`config.mk`:
```
export PLATFORM = sky130hd
export DESIGN_NAME = rom_pair_stream_reader_flat
export DESIGN_NICKNAME = d
export VERILOG_FILES = /design/src/rtl/rom_pair_stream_reader_if.sv /design/src/rtl/rom_pair_stream_reader.sv /design/src/flat_wrapper.sv
export SDC_FILE = /design/constraint.sdc
export NUM_CORES = 1
export LEC_CHECK = 0
export CAP_MARGIN = 30
export CORE_UTILIZATION = 40
export DETAILED_ROUTE_END_ITERATION = 12
export HOLD_SLACK_MARGIN = 0.12
export PLACE_DENSITY = 0.7
export SLEW_MARGIN = 20
export SYNTH_ARGS = -nofsm -noshare
export SYNTH_HDL_FRONTEND = slang
export SYNTH_SLANG_ARGS = --single-unit
```
`constraint.sdc`:
```
create_clock -name clk -period 6.6 [get_ports clk]
set_input_delay 1.32 -clock clk [delete_from_list [all_inputs] [get_ports clk]]
set_output_delay 1.32 -clock clk [all_outputs]
set_load 0.005 [all_outputs]
```
`src/rtl/rom_pair_stream_reader_if.sv`:
```
// Packed word-pair output stream with valid/ready backpressure.
// The master (reader) drives data and valid, and the slave (consumer) drives ready.
interface rom_pair_stream_reader_if #(
    parameter int DATA_WIDTH = 12
);
    logic                    out_valid;
    logic                    out_ready;
    logic [2*DATA_WIDTH-1:0] out_data;
    logic [1:0]              out_keep;
    logic                    out_last;

    modport master (
        output out_valid,
        output out_data,
        output out_keep,
        output out_last,
        input  out_ready
    );

    modport slave (
        input  out_valid,
        input  out_data,
        input  out_keep,
        input  out_last,
        output out_ready
    );
endinterface

```
`src/rtl/rom_pair_stream_reader.sv`:
```
// Scans an address window of a dual-port synchronous ROM two words per cycle.
// It re-aligns the returned words with a tag pipeline and buffers them in a credit-tracked FIFO.
module rom_pair_stream_reader #(
    parameter int ADDR_WIDTH  = 10,
    parameter int DATA_WIDTH  = 12,
    parameter int ROM_LATENCY = 1,
    parameter int FIFO_DEPTH  = 4
) (
    input  logic                     clk,
    input  logic                     rst,
    input  logic                     start,
    input  logic [ADDR_WIDTH-1:0]    start_addr,
    input  logic [ADDR_WIDTH:0]      length,
    output logic                     busy,
    output logic                     done,
    output logic [ADDR_WIDTH-1:0]    addr_a,
    output logic [ADDR_WIDTH-1:0]    addr_b,
    input  logic [DATA_WIDTH-1:0]    q_a,
    input  logic [DATA_WIDTH-1:0]    q_b,
    rom_pair_stream_reader_if.master strm
);
    // One stage for the address register, then ROM_LATENCY stages matching the ROM.
    localparam int PIPE_DEPTH = ROM_LATENCY + 1;
    localparam int PTR_W      = (FIFO_DEPTH > 1) ? $clog2(FIFO_DEPTH) : 1;
    localparam int CNT_W      = $clog2(FIFO_DEPTH + PIPE_DEPTH + 2);
    localparam int ENTRY_W    = 2 * DATA_WIDTH + 3;

    localparam logic [1:0] S_IDLE  = 2'd0;
    localparam logic [1:0] S_RUN   = 2'd1;
    localparam logic [1:0] S_DRAIN = 2'd2;

    localparam logic [ADDR_WIDTH:0] REM_ONE = (ADDR_WIDTH+1)'(1);
    localparam logic [ADDR_WIDTH:0] REM_TWO = (ADDR_WIDTH+1)'(2);

    logic [1:0]            state_q, state_d;
    logic [ADDR_WIDTH-1:0] ptr_q, ptr_d;
    logic [ADDR_WIDTH:0]   rem_q, rem_d;
    logic [ADDR_WIDTH-1:0] addr_a_q, addr_a_d;
    logic [ADDR_WIDTH-1:0] addr_b_q, addr_b_d;
    logic                  done_q, done_d;

    logic [PIPE_DEPTH-1:0] tag_v_q;
    logic [PIPE_DEPTH-1:0] tag_last_q;
    logic [1:0]            tag_keep_q [PIPE_DEPTH];

    logic [ENTRY_W-1:0]    fifo_mem [FIFO_DEPTH];
    logic [PTR_W-1:0]      wr_ptr_q, wr_ptr_d;
    logic [PTR_W-1:0]      rd_ptr_q, rd_ptr_d;
    logic [PTR_W:0]        count_q, count_d;

    logic [ADDR_WIDTH-1:0] cur_ptr;
    logic [ADDR_WIDTH:0]   cur_rem;
    logic                  issue;
    logic [1:0]            issue_keep;
    logic                  issue_last;
    logic [CNT_W-1:0]      inflight;
    logic [CNT_W-1:0]      credit_need;
    logic                  credit_ok;
    logic                  fifo_push;
    logic                  fifo_pop;
    logic                  fifo_nonempty;
    logic [ENTRY_W-1:0]    fifo_wdata;
    logic [ENTRY_W-1:0]    fifo_head;

    always_comb begin
        inflight = '0;
        for (int i = 0; i < PIPE_DEPTH; i++) begin
            inflight = inflight + CNT_W'(tag_v_q[i]);
        end
    end

    assign fifo_nonempty = (count_q != '0);
    assign fifo_pop      = fifo_nonempty && strm.out_ready;
    assign fifo_push     = tag_v_q[PIPE_DEPTH-1];

    // A pop in this cycle frees its slot for an issue in the same cycle.
    assign credit_need = CNT_W'(count_q) - CNT_W'(fifo_pop) + inflight + CNT_W'(1);
    assign credit_ok   = (credit_need <= CNT_W'(FIFO_DEPTH));

    // The first pair is issued straight from IDLE so the address register
    // is loaded on the same edge that latches the command.
    always_comb begin
        cur_ptr    = (state_q == S_IDLE) ? start_addr : ptr_q;
        cur_rem    = (state_q == S_IDLE) ? length : rem_q;
        issue      = 1'b0;
        state_d    = state_q;
        ptr_d      = ptr_q;
        rem_d      = rem_q;
        addr_a_d   = addr_a_q;
        addr_b_d   = addr_b_q;
        done_d     = 1'b0;
        issue_keep = (cur_rem >= REM_TWO) ? 2'b11 : 2'b01;
        issue_last = (cur_rem <= REM_TWO);

        case (state_q)
            S_IDLE: begin
                if (start) begin
                    if (length == '0) begin
                        done_d = 1'b1;
                    end else begin
                        issue = 1'b1;
                    end
                end
            end
            S_RUN: begin
                issue = credit_ok;
            end
            S_DRAIN: begin
                if ((inflight == '0) && (count_q == {{PTR_W{1'b0}}, fifo_pop})) begin
                    state_d = S_IDLE;
                    done_d  = 1'b1;
                end
            end
            default: begin
                state_d = S_IDLE;
            end
        endcase

        if (issue) begin
            addr_a_d = cur_ptr;
            addr_b_d = cur_ptr + 1'b1;
            ptr_d    = cur_ptr + 2'd2;
            rem_d    = cur_rem - ((cur_rem >= REM_TWO) ? REM_TWO : REM_ONE);
            state_d  = issue_last ? S_DRAIN : S_RUN;
        end
    end

    // Discarded lanes are written as zero so the consumer never sees stale data.
    assign fifo_wdata = {
        tag_keep_q[PIPE_DEPTH-1][1] ? q_b : {DATA_WIDTH{1'b0}},
        tag_keep_q[PIPE_DEPTH-1][0] ? q_a : {DATA_WIDTH{1'b0}},
        tag_keep_q[PIPE_DEPTH-1],
        tag_last_q[PIPE_DEPTH-1]
    };

    always_comb begin
        wr_ptr_d = wr_ptr_q + PTR_W'(fifo_push);
        rd_ptr_d = rd_ptr_q + PTR_W'(fifo_pop);
        count_d  = count_q + (PTR_W+1)'(fifo_push) - (PTR_W+1)'(fifo_pop);
    end

    always_ff @(posedge clk) begin
        if (rst) begin
            state_q  <= S_IDLE;
            ptr_q    <= '0;
            rem_q    <= '0;
            addr_a_q <= '0;
            addr_b_q <= '0;
            done_q   <= 1'b0;
            tag_v_q  <= '0;
            wr_ptr_q <= '0;
            rd_ptr_q <= '0;
            count_q  <= '0;
        end else begin
            state_q  <= state_d;
            ptr_q    <= ptr_d;
            rem_q    <= rem_d;
            addr_a_q <= addr_a_d;
            addr_b_q <= addr_b_d;
            done_q   <= done_d;
            tag_v_q  <= {tag_v_q[PIPE_DEPTH-2:0], issue};
            wr_ptr_q <= wr_ptr_d;
            rd_ptr_q <= rd_ptr_d;
            count_q  <= count_d;
        end
    end

    always_ff @(posedge clk) begin
        tag_keep_q[0] <= issue_keep;
        for (int i = 1; i < PIPE_DEPTH; i++) begin
            tag_keep_q[i] <= tag_keep_q[i-1];
        end
        tag_last_q <= {tag_last_q[PIPE_DEPTH-2:0], issue_last};
        if (fifo_push) begin
            fifo_mem[wr_ptr_q] <= fifo_wdata;
        end
    end

    assign fifo_head = fifo_mem[rd_ptr_q];

    assign busy   = (state_q != S_IDLE);
    assign done   = done_q;
    assign addr_a = addr_a_q;
    assign addr_b = addr_b_q;

    assign strm.out_valid = fifo_nonempty;
    assign strm.out_data  = fifo_nonempty ? fifo_head[ENTRY_W-1:3] : '0;
    assign strm.out_keep  = fifo_nonempty ? fifo_head[2:1] : 2'b00;
    assign strm.out_last  = fifo_nonempty ? fifo_head[0] : 1'b0;
endmodule

```
`src/flat_wrapper.sv`:
```
// flat-port wrapper written by rule: the top's interface ports become plain ports
module rom_pair_stream_reader_flat 
#(
    parameter int ADDR_WIDTH  = 10,
    parameter int DATA_WIDTH  = 12,
    parameter int ROM_LATENCY = 1,
    parameter int FIFO_DEPTH  = 4
)
  (clk, rst, start, start_addr, length, busy, done, addr_a, addr_b, q_a, q_b, strm_out_valid, strm_out_data, strm_out_keep, strm_out_last, strm_out_ready);
  rom_pair_stream_reader_if #(.DATA_WIDTH(DATA_WIDTH)) strm_i ();
  input  logic clk;
  input  logic rst;
  input  logic start;
  input  logic [ADDR_WIDTH-1:0] start_addr;
  input  logic [ADDR_WIDTH:0] length;
  output logic busy;
  output logic done;
  output logic [ADDR_WIDTH-1:0] addr_a;
  output logic [ADDR_WIDTH-1:0] addr_b;
  input  logic [DATA_WIDTH-1:0] q_a;
  input  logic [DATA_WIDTH-1:0] q_b;
  output wire logic [$bits(strm_i.out_valid)-1:0] strm_out_valid;
  output wire logic [$bits(strm_i.out_data)-1:0] strm_out_data;
  output wire logic [$bits(strm_i.out_keep)-1:0] strm_out_keep;
  output wire logic [$bits(strm_i.out_last)-1:0] strm_out_last;
  input wire logic [$bits(strm_i.out_ready)-1:0] strm_out_ready;
  assign strm_out_valid = strm_i.out_valid;
  assign strm_out_data = strm_i.out_data;
  assign strm_out_keep = strm_i.out_keep;
  assign strm_out_last = strm_i.out_last;
  assign strm_i.out_ready = strm_out_ready;
  rom_pair_stream_reader #(.ADDR_WIDTH(ADDR_WIDTH), .DATA_WIDTH(DATA_WIDTH), .ROM_LATENCY(ROM_LATENCY), .FIFO_DEPTH(FIFO_DEPTH)) u_core (.clk(clk), .rst(rst), .start(start), .start_addr(start_addr), .length(length), .busy(busy), .done(done), .addr_a(addr_a), .addr_b(addr_b), .q_a(q_a), .q_b(q_b), .strm(strm_i));
endmodule
```
==> impl_metrics.env <==
export IMPL_reg2reg_depth=12
export IMPL_crit_required_ns=6.88
export IMPL_worst_pin_slew_ns=0.684
export IMPL_hpwlAfterDp_um=9860
export IMPL_cp_end_kind="flop"
export IMPL_final_nets=716
export IMPL_overflow=0
export IMPL_fin_area_mm2=0.00889
export IMPL_synth_avg_cell_area_um2=12.6
export IMPL_antenna_found_initial=0
export IMPL_drt_first_iter_violations=313
export IMPL_worstSetupStartpointType="input pin"
export IMPL_wl_um=15400
export IMPL_route_detailed_wl_per_inst_um=17.2
export IMPL_gr_max_usage_layer="met2"
export IMPL_rsz0062_at_grt="false"
export IMPL_skew_ns=0.00925
export IMPL_layout_drive_gt1_share_pct=12.5
export IMPL_async_reset_ff_share_pct=0
export IMPL_ir_worst_vdd_uv=231
export IMPL_syn_nets=622
export IMPL_firstDrtPassIters=4
export IMPL_grt_pass1_wl_um=25000
export IMPL_fmax_mhz=220
export IMPL_crit_buf_inv=1
export IMPL_rows=48
export IMPL_path_cells="clkdlybuf4s50_1 -> nor2_1 -> o21ai_0 -> or4_1 -> nor3_1 -> ha_1 -> fa_1 -> nand3_1 -> nor4_1 -> o21ai_0 -> a21oi_1 -> a21oi_1"
export IMPL_insertedDiodeCount=0
export IMPL_crit_arrival_ns=4.84
export IMPL_maxCapViolations=0
export IMPL_p_total_mw=3.01
export IMPL_post_route_period_util_pct=69.0
export IMPL_grt_max_degree=53
export IMPL_die_area_mm2=0.0182
export IMPL_reg2reg_slack_ns=2.08
export IMPL_start_util_pct=40.9
export IMPL_globalplace_congestion=0.874
export IMPL_p_per_area_mw_per_mm2=338
export IMPL_yosysMostFrequentCell="edfxtp_1"
export IMPL_synth_top_cell_area_share_pct=44.2
export IMPL_cts_buffer_depth=2
export IMPL_p_leak_nw=3.05
export IMPL_cts_setup_buffers=0
export IMPL_syn2layout_area_growth_pct=25.9
export IMPL_worstSetupPathType="in -> reg"
export IMPL_grt_use_met1_pct=22.6
export IMPL_tritoncts="yes"
export IMPL_holdPathEnd="u_core.tag_keep_q[0][3]"
export IMPL_ctsResizeCount=0
export IMPL_dp_cells=857
export IMPL_min_from="u_core.tag_keep_q[0][1]"
export IMPL_tns_ns=0
export IMPL_met2_usage_pct=30.0
export IMPL_cts_hold_buf=0
export IMPL_stdcell_count=891
export IMPL_yosysWarningCount=0
export IMPL_dieWidth_um=135
export IMPL_cts_num_sinks=160
export IMPL_crit_family="simple AND/OR/NAND/NOR gates"
export IMPL_die_y_um=135
export IMPL_synth_distinct_cells=59
export IMPL_cp_max_fo=10
export IMPL_hold_depth=0
export IMPL_grtUsageTotal_pct=17.8
export IMPL_run_status="complete, no violations"
export IMPL_synthTopCellsByArea="edfxtp_1 (44%), dfxtp_1 (16%), mux4_2 (8.3%), and2_1 (3.5%), nor2_1 (2.3%)"
export IMPL_grt_pass1_vias=4939
export IMPL_min_period_ns=4.56
export IMPL_postSynthCellCount=559
export IMPL_synthFlopType="edfxtp_1"
export IMPL_hold_viol_final=0
export IMPL_synth_top_cell_by_area="edfxtp_1"
export IMPL_detail_route_antenna_nets=0
export IMPL_synth_seq_cells=160
export IMPL_cts_made_buffers=17
export IMPL_cpMaxStageDelayCell="or4_1"
export IMPL_place_area_mm2=0.00828
export IMPL_clk_pin_slew_ns=0.06
export IMPL_core_region_area_mm2=0.0173
export IMPL_drc=0
export IMPL_hold_class="reg -> reg"
export IMPL_synth_yosys_seq_area_share_pct=60.1
export IMPL_port_buffers=98
export IMPL_drt_vias_per_instance=5.45
export IMPL_setup_viol=0
export IMPL_clk_latency_ns=0.42
export IMPL_htreeDepth=4
export IMPL_grt_use_met3_pct=4.43
export IMPL_vias=4858
export IMPL_drv_slew=0
export IMPL_synth_edff_count=104
export IMPL_ys_top_cells_by_count="edfxtp_1 (104), dfxtp_1 (56), nor2_1 (43)"
export IMPL_relSlewSlack_pct=53.1
export IMPL_slowest_delay_ns=0.67
export IMPL_netlist_area_mm2=0.00707
export IMPL_r2r_end="u_core.rem_q[8]"
export IMPL_startpoint="length[3]"
export IMPL_cts_root_buf="clkbuf_16"
export IMPL_ios=99
export IMPL_reg2reg_from="u_core.state_q[0]"
[cells in the final DEF (no fill, tap or decap), types with 3 or more instances in the layout]
master           instances
mux4_2                  26
clkdlybuf4s50_1         98
nand2_1                 38
nor3_1                  13
mux2i_1                  8
nand4_1                  3
clkbuf_8                 4
a22oi_1                  3
clkbuf_16               17
nand2b_1                 6
nand3b_1                 4
ha_1                    10
inv_1                   13
a31oi_1                  6
xor2_1                   3
nor2b_1                  4
clkinv_4                 3
edfxtp_1               104
nor4bb_1                 3
mux2_2                   4
nand3_1                  8
a21oi_1                 32
a211oi_1                10
o211ai_1                 5
and3_1                   4
o22ai_1                  3
and2_1                  40
o21ai_0                 23
xnor2_1                  9
o21a_1                   3
nor4_1                   6
inv_6                    3
fa_1                     4
dfxtp_1                 55
nor2_1                  42
buf_4                    8
[power by group]
group	switching (mW)	total (mW)	internal, mW
Sequential	0.0629	1.20	1.14
Clock	0.388	0.953	0.565
Combinational	0.374	0.858	0.484
Total	0.824	3.01	2.19
[registers in the layout, summed over array words and instances (netlist names), 3 cells and up]
name and cells:
u_core.addr_a 10, u_core.addr_b 10, u_core.count_q 3, u_core.fifo_mem 104, u_core.ptr_q 9, u_core.rem_q 11
[metrics by stage]
| stage | setup WS (ns) | utilization [%] | hold WS, ns |
|---|---|---|---|
| after floorplan | 2.48 | - | 0.310 |
| after global placement | 1.85 | 47.8 | 0.314 |
| after detailed placement | 1.71 | 47.9 | 0.315 |
| after CTS | 2.14 | 51.3 | 0.335 |
| after global routing | 1.79 | 51.4 | 0.352 |
| final | 2.04 | 51.4 | 0.332 |
[final cells by class]
class,instances,area (um2)
Clock buffer,23,488
Timing Repair Buffer,109,1090
Multi-Input combinational cell,351,2640
Sequential cell,160,4250
Inverter,14,52.6
Clock inverter,9,97.6
Fill cell,1468,8400
Tap cell,225,282
[layer usage]
metal / up-vias / wire [um]
li1: 2276 / -
met1: 2401 / 6760
met2: 164 / 7550
met3: 17 / 906
met4: 0 / 131
met5: - / 0
[kinds of logic after synthesis]
kind of cell	share of synthesized area, %
simple gates	13.9
flops	60.1
compound gates	8.55
buf+inv	2.83
mux	10.3
fa+ha+maj	2.90
xor+xnor	1.49
[worst max path at each step]
stage	end	cells after the start
after floorplan	u_core.rem_q[9]	13
after global placement	u_core.rem_q[9]	12
after detailed placement	u_core.rem_q[6]	12
after CTS	u_core.rem_q[8]	12
after global routing	u_core.rem_q[8]	12
final	u_core.rem_q[8]	12
No activity file was read; power rests on OpenSTA's default activity.
